**src/rtl/if_fetch_unit_if.sv**
```systemverilog
// Fetch-unit bus bundle: instruction-memory handshake, stall/redirect control
// from the pipeline, and the instruction slot presented to the IF/ID register.
//   imem_req/imem_addr      fetch request pulse and word address (unit -> memory)
//   imem_valid/imem_rdata   one-cycle response strobe and instruction word (memory -> unit)
//   stall                   decode/hazard hold request (pipeline -> unit)
//   redirect/redirect_pc    taken-branch pulse and target (EX/MEM -> unit)
//   ifid_valid/instr/pc_plus4  instruction slot (unit -> IF/ID)
// master: the fetch unit.  slave: memory plus pipeline environment.
interface if_fetch_unit_if #(
   parameter int unsigned ADDR_W = 32,
   parameter int unsigned DATA_W = 32
);
   logic              imem_req;
   logic [ADDR_W-1:0] imem_addr;
   logic              imem_valid;
   logic [DATA_W-1:0] imem_rdata;
   logic              stall;
   logic              redirect;
   logic [ADDR_W-1:0] redirect_pc;
   logic              ifid_valid;
   logic [DATA_W-1:0] ifid_instr;
   logic [ADDR_W-1:0] ifid_pc_plus4;

   modport master (
      output imem_req, imem_addr, ifid_valid, ifid_instr, ifid_pc_plus4,
      input  imem_valid, imem_rdata, stall, redirect, redirect_pc
   );

   modport slave (
      input  imem_req, imem_addr, ifid_valid, ifid_instr, ifid_pc_plus4,
      output imem_valid, imem_rdata, stall, redirect, redirect_pc
   );
endinterface

```
**src/rtl/if_fetch_unit.sv**
```systemverilog
// Instruction-fetch stage feeding the IF/ID register. Owns the PC, keeps at
// most one word fetch outstanding, buffers returned words with their PC+4 in
// a small prefetch FIFO and hands one instruction per cycle to IF/ID.
// Ports:
//   clk   rising-edge clock
//   rst   asynchronous active-high reset
//   bus   if_fetch_unit_if.master (memory handshake, stall/redirect, IF/ID slot)
module if_fetch_unit #(
   parameter int unsigned       ADDR_W     = 32,
   parameter int unsigned       DATA_W     = 32,
   parameter logic [ADDR_W-1:0] RESET_PC   = '0,
   parameter int unsigned       FIFO_DEPTH = 2
) (
   input logic             clk,
   input logic             rst,
   if_fetch_unit_if.master bus
);

   localparam int unsigned       PTR_W    = (FIFO_DEPTH > 1) ? $clog2(FIFO_DEPTH) : 1;
   localparam int unsigned       CNT_W    = $clog2(FIFO_DEPTH + 1);
   localparam logic [CNT_W-1:0]  FULL_CNT = CNT_W'(FIFO_DEPTH);
   localparam logic [ADDR_W-1:0] PC_INIT  = {RESET_PC[ADDR_W-1:2], 2'b00};

   typedef enum logic [1:0] {
      ST_REQ  = 2'd0,
      ST_WAIT = 2'd1,
      ST_HOLD = 2'd2
   } state_t;

   state_t            r_state;
   logic [ADDR_W-1:0] r_fetch_pc;
   logic              r_discard;
   logic [PTR_W-1:0]  r_rd_ptr;
   logic [PTR_W-1:0]  r_wr_ptr;
   logic [CNT_W-1:0]  r_count;
   logic [DATA_W-1:0] r_fifo_instr [FIFO_DEPTH];
   logic [ADDR_W-1:0] r_fifo_pc4   [FIFO_DEPTH];
   logic              r_ifid_valid;
   logic [DATA_W-1:0] r_ifid_instr;
   logic [ADDR_W-1:0] r_ifid_pc4;

   logic              w_not_full;
   logic              w_resp;
   logic              w_push;
   logic              w_pop;
   logic [ADDR_W-1:0] w_pc_plus4;
   logic              w_unused_ok;

   // Redirect overrides both FIFO ports; a response arriving under a pending
   // discard belongs to a squashed path and is never pushed.
   assign w_not_full = (r_count < FULL_CNT);
   assign w_resp     = (r_state == ST_WAIT) && bus.imem_valid;
   assign w_push     = w_resp && !r_discard && !bus.redirect;
   assign w_pop      = !bus.redirect && !bus.stall && (r_count != '0);
   assign w_pc_plus4 = r_fetch_pc + ADDR_W'(4);

   // Request is decoded straight from state so it goes out in the REQ cycle.
   assign bus.imem_req  = (r_state == ST_REQ) && w_not_full && !rst;
   assign bus.imem_addr = r_fetch_pc;

   assign bus.ifid_valid    = r_ifid_valid;
   assign bus.ifid_instr    = r_ifid_instr;
   assign bus.ifid_pc_plus4 = r_ifid_pc4;

   // Target byte offset is dropped: fetches are always word aligned.
   assign w_unused_ok = &{1'b0, bus.redirect_pc[1:0]};

   // Prefetch storage (data only, no reset needed).
   always_ff @(posedge clk) begin
      if (w_push) begin
         r_fifo_instr[r_wr_ptr] <= bus.imem_rdata;
         r_fifo_pc4[r_wr_ptr]   <= w_pc_plus4;
      end
   end

   // Fetch FSM, PC, FIFO pointers and IF/ID output register.
   always_ff @(posedge clk or posedge rst) begin
      if (rst) begin
         r_state      <= ST_REQ;
         r_fetch_pc   <= PC_INIT;
         r_discard    <= 1'b0;
         r_rd_ptr     <= '0;
         r_wr_ptr     <= '0;
         r_count      <= '0;
         r_ifid_valid <= 1'b0;
         r_ifid_instr <= '0;
         r_ifid_pc4   <= '0;
      end else if (bus.redirect) begin
         r_rd_ptr     <= '0;
         r_wr_ptr     <= '0;
         r_count      <= '0;
         r_ifid_valid <= 1'b0;
         r_fetch_pc   <= {bus.redirect_pc[ADDR_W-1:2], 2'b00};
         // An in-flight request must still be drained; its word is stale.
         if ((r_state == ST_WAIT) && !bus.imem_valid) begin
            r_discard <= 1'b1;
            r_state   <= ST_WAIT;
         end else begin
            r_discard <= 1'b0;
            r_state   <= ST_REQ;
         end
      end else begin
         case (r_state)
            ST_REQ:  r_state <= w_not_full ? ST_WAIT : ST_HOLD;
            ST_HOLD: if (w_not_full) r_state <= ST_REQ;
            ST_WAIT: begin
               if (bus.imem_valid) begin
                  if (!r_discard) r_fetch_pc <= w_pc_plus4;
                  r_discard <= 1'b0;
                  r_state   <= ST_REQ;
               end
            end
            default: r_state <= ST_REQ;
         endcase

         if (w_push) r_wr_ptr <= r_wr_ptr + PTR_W'(1);

         if (w_pop) begin
            r_rd_ptr     <= r_rd_ptr + PTR_W'(1);
            r_ifid_valid <= 1'b1;
            r_ifid_instr <= r_fifo_instr[r_rd_ptr];
            r_ifid_pc4   <= r_fifo_pc4[r_rd_ptr];
         end else if (!bus.stall) begin
            r_ifid_valid <= 1'b0;
         end

         r_count <= r_count + CNT_W'(w_push) - CNT_W'(w_pop);
      end
   end

endmodule

```
**src/flat_wrapper.sv**
```systemverilog
// flat-port wrapper written by rule: the top's interface ports become plain ports
module if_fetch_unit_flat 
#(
   parameter int unsigned       ADDR_W     = 32,
   parameter int unsigned       DATA_W     = 32,
   parameter logic [ADDR_W-1:0] RESET_PC   = '0,
   parameter int unsigned       FIFO_DEPTH = 2
)
  (clk, rst, bus_imem_req, bus_imem_addr, bus_ifid_valid, bus_ifid_instr, bus_ifid_pc_plus4, bus_imem_valid, bus_imem_rdata, bus_stall, bus_redirect, bus_redirect_pc);
  if_fetch_unit_if #(.ADDR_W(ADDR_W), .DATA_W(DATA_W)) bus_i ();
  input logic clk;
  input logic rst;
  output wire logic [$bits(bus_i.imem_req)-1:0] bus_imem_req;
  output wire logic [$bits(bus_i.imem_addr)-1:0] bus_imem_addr;
  output wire logic [$bits(bus_i.ifid_valid)-1:0] bus_ifid_valid;
  output wire logic [$bits(bus_i.ifid_instr)-1:0] bus_ifid_instr;
  output wire logic [$bits(bus_i.ifid_pc_plus4)-1:0] bus_ifid_pc_plus4;
  input wire logic [$bits(bus_i.imem_valid)-1:0] bus_imem_valid;
  input wire logic [$bits(bus_i.imem_rdata)-1:0] bus_imem_rdata;
  input wire logic [$bits(bus_i.stall)-1:0] bus_stall;
  input wire logic [$bits(bus_i.redirect)-1:0] bus_redirect;
  input wire logic [$bits(bus_i.redirect_pc)-1:0] bus_redirect_pc;
  assign bus_imem_req = bus_i.imem_req;
  assign bus_imem_addr = bus_i.imem_addr;
  assign bus_ifid_valid = bus_i.ifid_valid;
  assign bus_ifid_instr = bus_i.ifid_instr;
  assign bus_ifid_pc_plus4 = bus_i.ifid_pc_plus4;
  assign bus_i.imem_valid = bus_imem_valid;
  assign bus_i.imem_rdata = bus_imem_rdata;
  assign bus_i.stall = bus_stall;
  assign bus_i.redirect = bus_redirect;
  assign bus_i.redirect_pc = bus_redirect_pc;
  if_fetch_unit #(.ADDR_W(ADDR_W), .DATA_W(DATA_W), .RESET_PC(RESET_PC), .FIFO_DEPTH(FIFO_DEPTH)) u_core (.clk(clk), .rst(rst), .bus(bus_i));
endmodule
```
**config.mk**
```make
export PLATFORM = sky130hd
export DESIGN_NAME = if_fetch_unit_flat
export DESIGN_NICKNAME = d
export VERILOG_FILES = /design/src/rtl/if_fetch_unit_if.sv /design/src/rtl/if_fetch_unit.sv /design/src/flat_wrapper.sv
export SDC_FILE = /design/constraint.sdc
export NUM_CORES = 1
export LEC_CHECK = 0
export CORE_MARGIN = 8
export CORE_UTILIZATION = 25
export CTS_BUF_LIST = sky130_fd_sc_hd__clkbuf_16
export DETAILED_ROUTE_END_ITERATION = 7
export MAX_ROUTING_LAYER = met4
export PLACE_DENSITY = 0.47
export SETUP_SLACK_MARGIN = 0.05
export SYNTH_ARGS = -nofsm -noshare
export SYNTH_HDL_FRONTEND = slang
export SYNTH_SLANG_ARGS = --single-unit
```
**constraint.sdc**
```tcl
create_clock -name clk -period 12.65 [get_ports clk]
set_input_delay 3.795 -clock clk [delete_from_list [all_inputs] [get_ports clk]]
set_output_delay 3.795 -clock clk [all_outputs]
set_load 0.01 [all_outputs]
```
==> results of run 1 <==
## logic make-up after synthesis
logic type,share of synthesized area
flip-flops,0.675
buffers and inverters,0.0267
AO/OA/AOI/OAI,0.0655
other,0.000406
AND/OR/NAND/NOR,0.117
XOR/XNOR,0.0408
adder cells (fa/ha/maj),0.00407
multiplexers,0.0706
## worst register-to-register path: cells and delay by family (launching register included)
| family | cells | cell delay [ns] |
|---|---|---|
| flip-flops | 1 | 0.50 |
| AO/OA/AOI/OAI | 1 | 0.14 |
| adder cells (fa/ha/maj) | 1 | 0.27 |
| AND/OR/NAND/NOR | 3 | 1.69 |
## flip-flops by register name, indices dropped and copies added (netlist names), 2 cells and up
| name | cells |
|---|---|
| u_core.r_fifo_instr | 64 |
| u_core.r_fifo_pc4 | 60 |
| u_core.bus.ifid_instr | 32 |
| u_core.bus.ifid_pc_plus4 | 30 |
| u_core.bus.imem_addr | 30 |
| u_core.r_count | 2 |
| u_core.r_state | 2 |
## through the flow
stage | total power, mW | util | cell area (um2)
2_1_floorplan | 1.23 | - | 9240
3_5_place_dp | 1.58 | 0.310 | 11300
5_1_grt | 2.41 | 0.333 | 12200
3_3_place_gp | 1.57 | 0.310 | 11300
6_report | 2.28 | 0.333 | 12200
4_1_cts | 2.33 | 0.333 | 12200
## cell type report
type	instances	area [um2]	area share
clock buffer	27	676	0.0556
clock inverter	21	170	0.0140
inverter	12	47.5	0.00391
multi-input combinational	445	2780	0.229
sequential	224	6230	0.513
tap	468	586	0.0482
timing repair buffer	169	1660	0.137
## power breakdown
part | switching (mW) | internal (mW) | total, mW
Combinational | 0.248 | 0.295 | 0.544
Clock | 0.294 | 0.445 | 0.738
Sequential | 0.0904 | 0.908 | 0.999
## layout by cell type (no fill, tap or decap), types with 12 or more instances in the layout
| cell | synthesis | layout |
|---|---|---|
| a21oi_1 | 65 | 65 |
| clkbuf_16 | 0 | 27 |
| clkdlybuf4s50_1 | 0 | 159 |
| dfrtp_1 | 100 | 99 |
| edfxtp_1 | 124 | 124 |
| inv_1 | 12 | 16 |
| mux2i_1 | 64 | 64 |
| nand2_1 | 37 | 37 |
| nand3_1 | 20 | 20 |
| nand4_1 | 16 | 16 |
| nor2_1 | 95 | 95 |
| nor3_1 | 14 | 12 |
| o21ai_0 | 17 | 17 |
| xnor2_1 | 30 | 30 |
| xor2_1 | 13 | 13 |
## metal layers
| layer | share of wire | global-route usage | wire length (um) | up-vias |
|---|---|---|---|---|
| met1 | 0.49 | 0.151 | 11800 | 2917 |
| met5 | 0 | - | 0 | - |
| met4 | 0.021 | 0.0323 | 508 | 0 |
| met3 | 0.050 | 0.0234 | 1210 | 34 |
| met2 | 0.44 | 0.169 | 10700 | 154 |
| li1 | - | - | - | 2934 |
## worst paths after layout
kind / cells past startpoint / slack [ns] / endpoint / startpoint
max: 3 / 3.83 / bus_imem_req / rst
min: 1 / 0.52 / u_core.r_state[0] / u_core.r_state[1]
max reg2reg: 5 / 9.94 / u_core.bus.imem_addr[28] / u_core.bus.imem_addr[2]
min reg2reg: 1 / 0.52 / u_core.r_state[0] / u_core.r_state[1]
max in group asynchronous: 3 / 7.56 / u_core.bus.ifid_pc_plus4[26] / rst
min in group asynchronous: 2 / 3.72 / u_core.r_state[0] / rst
==> impl_results.md, run 1 <==
- DR DRC count: 0
- VDD IR max: about 0.093 mV
- H-Tree Depth: 1
- Leading area contributor after synthesis: edfxtp_1
- Clk_lat worst skew: ~0.53 ns
- Power per cell area: roughly 190 nW/um2
- Top Ports: roughly 170
- Setup CP Type: input pin to primary output
- Peak Freq: ~110 MHz
- Area delta synth->final: 31.7%
- Status: completed
- Post-synthesis cell count: 726
- Sequential share of the synthesized area: 0.675
- Die W: 208 um
- Routed vias: 6039
- Final std cells w/o fill: 1366
- Ant diodes: 0
- Final hold slack: 0.521 ns
- Full die area: 43300 um2
- Die Span Y: ~210 um
- Slew Limit Fails: 0
- Final Critical Period: 8.82 ns
- Fin Clk Skew: roughly 0.010 ns
- Cells along the critical path: clkdlybuf4s50_1 -> nor4_1 -> clkdlybuf4s50_1
- Syn Area/Cell: ~13 um2
- Fraction of registers with async set/reset: 0.446
- Remaining Overflow, GRT: 0
- EDFF count, synth: 124
- Synth area leaders: edfxtp_1, dfrtp_1, mux2i_1
- Arr. time, crit path: ~5 ns
- Most frequent cell after synthesis: edfxtp_1
- Avg WL per Cell: 17.7 um
- DRT iter0 DRCs: 265
- Routability Congestion: between 0.7 and 0.8
- First-pass GRT wire length: between 30000 and 40000 um
- Worst path slowest cell: clkdlybuf4s50_1
- Post-CTS Setup Inserts: 0
- Critical path fanouts, max: 2
- Initial antenna violation count: 0
- WP buf/inv: 2
- Vias in the first global route: 6171
- All-Layer GR Usage: 0.112
- Register bit total from synthesis: around 220
- Final #Nets: 950
- Final cycle utilization of the critical path: 0.697
- Hold WC Path Type: flop to flop
- Slowest stage delay, CP: a little under 0.6 ns
- Pin count of the biggest net entering global routing: just over 100
- Slew @ Worst Pin: 1.08 ns
- CTS tree: done
- Synth cell types: 45
- Top Family by Delay on Critical Path: buffers and inverters
- Top post-synthesis cells by count: edfxtp_1, dfrtp_1, nor2_1, a21oi_1, mux2i_1
- Dpl ws: 3.84 ns
- Share of cells above drive strength 1: 0.0657
- Post-cts repair resize count: 0
- Rows: 70
- Max cap viols: 0
- CP required: 8.85 ns
- # fillers: approximately 3.6k
- Drt total wl: 24200 um
- Yosys warnings: 0
- Post-synth top flop: edfxtp_1
- Final Hold Viols: 0
- Top cell type's share of synthesized area: 0.404
- Final setup fails: 0
- DR pass1 iterations: 4
- Placed insts: 1318
- Final HPWL DP: 15500 um
- CP Capture Type: primary output
- CTS sink cnt: around 220
- PortBufs: 160
- Unrepaired setup endpoints after global routing: no
- Post-Syn Area: between 9000 and 10000 um2
- Clock Tree Root: clkbuf_16
- Final ANT Viol Nets: 0
- Clk slew on worst S/H paths: roughly 0.060 ns
- Clock Tree Buf Depth: 3
- Slew margin rel.: 0.279
- Startpoint types: input pin
- Core Footprint: 36500 um2
- Most used cell, CP: clkdlybuf4s50_1
- Leak Pwr: ~4.3 nW
- # hold bufs at CTS: 0
- Final worst setup slack: around 3.8 ns
- Via/cell ratio: 4.42
- Setup_tns: 0 ns
- Starting Density: 0.253
- Num CTS Buffers: 26
Power figures use the tool's default switching activity.
==> run 2, diff against run 1 <==
Clock period 12.65 ns to 8.95 ns, I/O delays scaled along.
==> impl_results.md, run 2 (same netlist as run 1, synthesis figures left out) <==
- Status: completed
- Final #Nets: 951 (+0.11%)
- Post-CTS Setup Inserts: 0 (unchanged)
- Setup slack, reg-to-reg: 6.16 ns (-3.78 ns)
- Share of cells above drive strength 1: 0.0645 (-0.00119)
- DR pass1 iterations: 6 (+2)
- Clock Tree Root: clkbuf_16
- Routed vias: 6075 (+0.60%)
- VDD IR max: 0.124 mV (+33%)
- Final setup fails: 0 (unchanged)
- Remaining Overflow, GRT: 0 (unchanged)
- Full die area: 43300 um2 (unchanged)
- # fillers: 3701 (+2.0%)
- Num CTS Buffers: 27 (+3.8%)
- Flop pwr share: 0.445 (+0.007)
- Arr. time, crit path: 3.91 ns (-1.11 ns)
- Max reg flops: 64 (unchanged)
- Hold WC Path Type: flop to flop
- Pint: 2.27 mW (+38%)
- H-Tree Depth: 1 (unchanged)
- Clock power share: 0.311 (-0.013)
- Clk slew on worst S/H paths: 0.06 ns (about the same)
- Final Critical Period: between 6 and 7 ns
- Switch share: 0.283 (+0.00548)
- Die Span Y: 208 um (unchanged)
- Avg WL per Cell: 17.8 um (+0.61%)
- Startpoint types: input pin
- Final Hold Viols: 0 (unchanged)
- CTS tree: done
- Vias in the first global route: 6252 (+1.3%)
- CP required: 6.27 ns (-2.58 ns)
- Clock Tree Buf Depth: 3 (unchanged)
- Drt total wl: 24400 um (+0.69%)
- Slew @ Worst Pin: 1.11 ns (+0.0238 ns)
- Final HPWL DP: 15600 um (+0.99%)
- Routability Congestion: 0.781 (-1.9%)
- Psw: 896 uW (+42%)
- Peak Freq: 152 MHz
- Comb pwr share: 0.243 (+0.005)
- Slew margin rel.: 0.260 (-0.0186)
- Pin count of the biggest net entering global routing: 101 (unchanged)
- Critical path fanouts, max: 2 (unchanged)
- Ant diodes: 0 (unchanged)
- Starting Density: 0.253 (unchanged)
- # hold bufs at CTS: 0 (unchanged)
- Leak Pwr: 4.26 nW (-0.50%)
- All-Layer GR Usage: 0.113 (+0.00131)
- Commonest non-fill, non-tap cell in the layout: clkdlybuf4s50_1
- Area delta synth->final: 31.2%
- Fin Clk Skew: 0.0126 ns (+0.00222 ns)
- Reg with most FFs: u_core.r_fifo_instr
- DR DRC count: 0 (unchanged)
- Unrepaired setup endpoints after global routing: no
- Setup CP Type: input pin to primary output
- Most frequent cells in the layout: clkdlybuf4s50_1, edfxtp_1, dfrtp_1
- Max cap viols: 0 (unchanged)
- Top Ports: 167 (unchanged)
- Final ANT Viol Nets: 0 (unchanged)
- Via/cell ratio: 4.44 (+0.52%)
- Dpl ws: 2.36 ns (-1.49 ns)
- Power per cell area: 262 nW/um2 (+40%)
- CP Capture Type: primary output
- PortBufs: 160 (unchanged)
- DRT iter0 DRCs: 207 (-22%)
- Setup_tns: 0 ns (unchanged)
- Initial antenna violation count: 0 (unchanged)
- Core Footprint: 36500 um2 (unchanged)
- Clk_lat worst skew: 0.53 ns (about the same)
- CTS sink cnt: 224 (unchanged)
- Die W: 208 um (unchanged)
- Slew Limit Fails: 0 (unchanged)
- Post-cts repair resize count: 0 (unchanged)
- Final worst setup slack: 2.35 ns (-1.48 ns)
- Final cycle utilization of the critical path: 0.737
- First-pass GRT wire length: 37900 um (+1.4%)
- Rows: 70 (unchanged)
run 2: per-stage QoR:
step | power, mW | utilization | hold WS, ns | cells | instance area (um2)
2_1_floorplan | 1.74 | - | 0.460 | 729 | 9240
3_3_place_gp | 2.22 | 0.310 | 0.508 | 1318 | 11300
3_5_place_dp | 2.23 | 0.310 | 0.511 | 1318 | 11300
4_1_cts | 3.24 | 0.331 | 0.519 | 1367 | 12100
5_1_grt | 3.36 | 0.331 | 0.537 | 1367 | 12100
6_report | 3.17 | 0.331 | 0.519 | 1367 | 12100
run 2: power by group through the flow:
stage / Combinational [mW] / Clock (mW) / Sequential (mW)
after floorplan: 0.266 / 0 / 1.48
after global placement: 0.784 / 0 / 1.43
after detailed placement: 0.788 / 0 / 1.44
after CTS: 0.792 / 1.03 / 1.42
after global routing: 0.847 / 1.07 / 1.44
final: 0.771 / 0.987 / 1.41
run 2: cell type report:
type / count / area (um2) / share of cell area
inverter: 12 / 47.5 / 0.00393
tap: 468 / 586 / 0.0484
clock inverter: 22 / 123 / 0.0101
sequential: 224 / 6230 / 0.515
multi-input combinational: 445 / 2780 / 0.230
clock buffer: 27 / 676 / 0.0558
timing repair buffer: 169 / 1660 / 0.137
run 2: metal layers:
layer  vias to the layer above  global-route usage  share of wire
met3                        42              0.0260          0.052
met4                         0              0.0362          0.027
li1                       2938                   -              -
met1                      2925               0.151           0.48
met2                       170               0.170           0.44
met5                         -                   -              0
run 2: final timing paths:
check / startpoint / endpoint / cells past startpoint
worst max register to register: u_core.bus.imem_addr[2] / u_core.bus.imem_addr[28] / 5
worst min-delay path: u_core.r_state[1] / u_core.r_state[0] / 1
worst min register to register: u_core.r_state[1] / u_core.r_state[0] / 1
worst max-delay path: rst / bus_imem_req / 3
min in group asynchronous: rst / u_core.r_state[0] / 2
max in group asynchronous: rst / u_core.bus.ifid_instr[4] / 3
run 2: critical path: stages:
cell,delay (ns)
clkdlybuf4s50_1,0.46
nor4_1,0.18
clkdlybuf4s50_1,0.59
==> run 3, diff against run 2 <==
Settings changed: PLACE_DENSITY 0.47 to 0.49.
Clock period 8.95 ns to 5.6 ns, I/O delays scaled along.
==> impl_results.md, run 3 (same netlist as run 1, synthesis figures left out) <==
- Full die area: 43300 um2 (unchanged)
- Final instance area: 12200 um2 (+1.1%)
- # hold bufs at CTS: 0 (unchanged)
- Final setup fails: 0 (unchanged)
- Most frequent cells in the layout: clkdlybuf4s50_1, edfxtp_1, dfrtp_1
- Final cycle utilization of the critical path: 0.820
- Fin Clk Skew: 0.00963 ns (-0.00295 ns)
- Top Ports: 167 (unchanged)
- CP Capture Type: primary output
- CTS tree: done
- Routability Congestion: 0.780 (-0.17%)
- Avg WL per Cell: 18.0 um (+0.96%)
- H-Tree Depth: 1 (unchanged)
- Core Footprint: 36500 um2 (unchanged)
- Status: completed
- Drt total wl: 24600 um (+0.96%)
- Unrepaired setup endpoints after global routing: no
- First-pass GRT wire length: 38200 um (+0.91%)
- Initial antenna violation count: 0 (unchanged)
- Rows: 70 (unchanged)
- Final hold slack: 0.520 ns (+0.000977 ns)
- Starting Density: 0.253 (unchanged)
- Peak Freq: about 220 MHz
- Placed cell areas: 11300 um2 (+0.34%)
- Vias in the first global route: 6207 (-0.72%)
- Commonest non-fill, non-tap cell in the layout: clkdlybuf4s50_1
- Clk slew on worst S/H paths: 0.06 ns (about the same)
- Final Critical Period: 4.59 ns
- Hold WC Path Type: flop to flop
- Critical path fanouts, max: 2 (unchanged)
- Slowest stage delay, CP: 0.59 ns (about the same)
- Clk_lat worst skew: 0.52 ns (about the same)
- Startpoint types: input pin
- # fillers: 3604 (-2.6%)
- Routed vias: 6074 (-0.016%)
- Share of cells above drive strength 1: 0.0745 (+0.0100)
- Reg with most FFs: u_core.r_fifo_instr
- Final worst setup slack: 1.01 ns (-1.34 ns)
- Dpl ws: 0.992 ns (-1.36 ns)
- CTS sink cnt: 224 (unchanged)
- Final Hold Viols: 0 (unchanged)
- Max reg flops: 64 (unchanged)
- Num CTS Buffers: 27 (unchanged)
- Clock Tree Buf Depth: 3 (unchanged)
- Final ANT Viol Nets: 0 (unchanged)
- Placed insts: 1319 (+0.076%)
- Slew margin rel.: 0.331 (+0.0711)
- DR DRC count: 0 (unchanged)
- Ant diodes: 0 (unchanged)
- Post-cts repair resize count: 0 (unchanged)
- Worst path slowest cell: clkdlybuf4s50_1
- Remaining Overflow, GRT: 0 (unchanged)
- Top Family by Delay on Critical Path: buffers and inverters
- WP buf/inv: 2 (unchanged)
- Final std cells w/o fill: 1367 (unchanged)
- Die W: 208 um (unchanged)
- DRT iter0 DRCs: 342 (+65%)
- Power per cell area: 428 nW/um2 (+64%)
- Arr. time, crit path: 2.91 ns (-1.00 ns)
- Post-CTS Setup Inserts: 0 (unchanged)
- Leak Pwr: 4.30 nW (+1.1%)
- All-Layer GR Usage: 0.114 (+0.000404)
- Area delta synth->final: 32.7%
- Via/cell ratio: 4.44 (about the same)
- DR pass1 iterations: 5 (-1)
- Cells along the critical path: clkdlybuf4s50_1 -> nor4_1 -> clkdlybuf4s50_1
- Setup_tns: 0 ns (unchanged)
- Slew @ Worst Pin: 1.00 ns (-0.103 ns)
- Pin count of the biggest net entering global routing: 128 (+27%)
- PortBufs: 160 (unchanged)
- Final #Nets: 952 (+0.11%)
- Clock Tree Root: clkbuf_16
- Die Span Y: 208 um (unchanged)
- VDD IR max: 0.170 mV (+38%)
- Max cap viols: 0 (unchanged)
- CP required: 3.92 ns (-2.35 ns)
- Setup CP Type: input pin to primary output
- Slew Limit Fails: 0 (unchanged)
- Most used cell, CP: clkdlybuf4s50_1
- Final HPWL DP: 15800 um (+0.97%)
-- run 3: cell count changes in the layout (fill, tap and decap cells not counted), sizes merged --
| cell | before | now |
|---|---|---|
| clkinvlp | 2 | 5 |
| bufinv | 1 | 4 |
| clkinv | 14 | 7 |
| buf | 10 | 11 |
-- run 3: power by group --
group | leakage [nW] | internal (mW) | switching (mW)
clock | 0.441 | 1.06 | 0.699
combinational | 1.57 | 0.670 | 0.557
sequential | 2.29 | 2.05 | 0.205
total | 4.30 | 3.78 | 1.46
-- run 3: layer usage --
metal | part of all wire | up-vias | wire length, um | GRT usage
li1 | - | 2938 | - | -
met3 | 0.059 | 42 | 1450 | 0.0281
met1 | 0.47 | 2932 | 11600 | 0.148
met4 | 0.022 | 0 | 539 | 0.0299
met2 | 0.45 | 162 | 11100 | 0.175
met5 | 0 | - | 0 | -
-- run 3: worst paths after layout --
kind	start	cells past startpoint	end	slack [ns]
setup / recovery	rst	3	bus_imem_req	1.01
hold / removal	u_core.r_state[1]	1	u_core.r_state[0]	0.52
setup reg to reg	u_core.r_state[1]	4	u_core.bus.imem_addr[28]	2.90
hold reg to reg	u_core.r_state[1]	1	u_core.r_state[0]	0.52
max in group asynchronous	rst	3	u_core.bus.ifid_instr[0]	3.09
min in group asynchronous	rst	2	u_core.bus.imem_addr[8]	1.77
-- run 3: layout make-up --
class	instances	area [um2]	area share
repair buffers	170	1700	0.139
flip-flops and latches	224	6230	0.509
multi-input cells	445	2790	0.228
clock inverters	21	223	0.0182
clock buffers	27	676	0.0552
inverters	12	47.5	0.00388
well taps	468	586	0.0478
-- run 3: per-stage QoR --
stage	power (mW)	util
after floorplan	2.78	-
after global placement	3.54	0.311
after detailed placement	3.56	0.311
after CTS	5.36	0.335
after global routing	5.54	0.335
final	5.25	0.335
-- run 3: worst register-to-register path: cells and delay by family, from the launching register on --
| kind | cells | cell delay [ns] |
|---|---|---|
| simple gates | 3 | 2.01 |
| compound gates | 1 | 0.14 |
| flops | 1 | 0.43 |
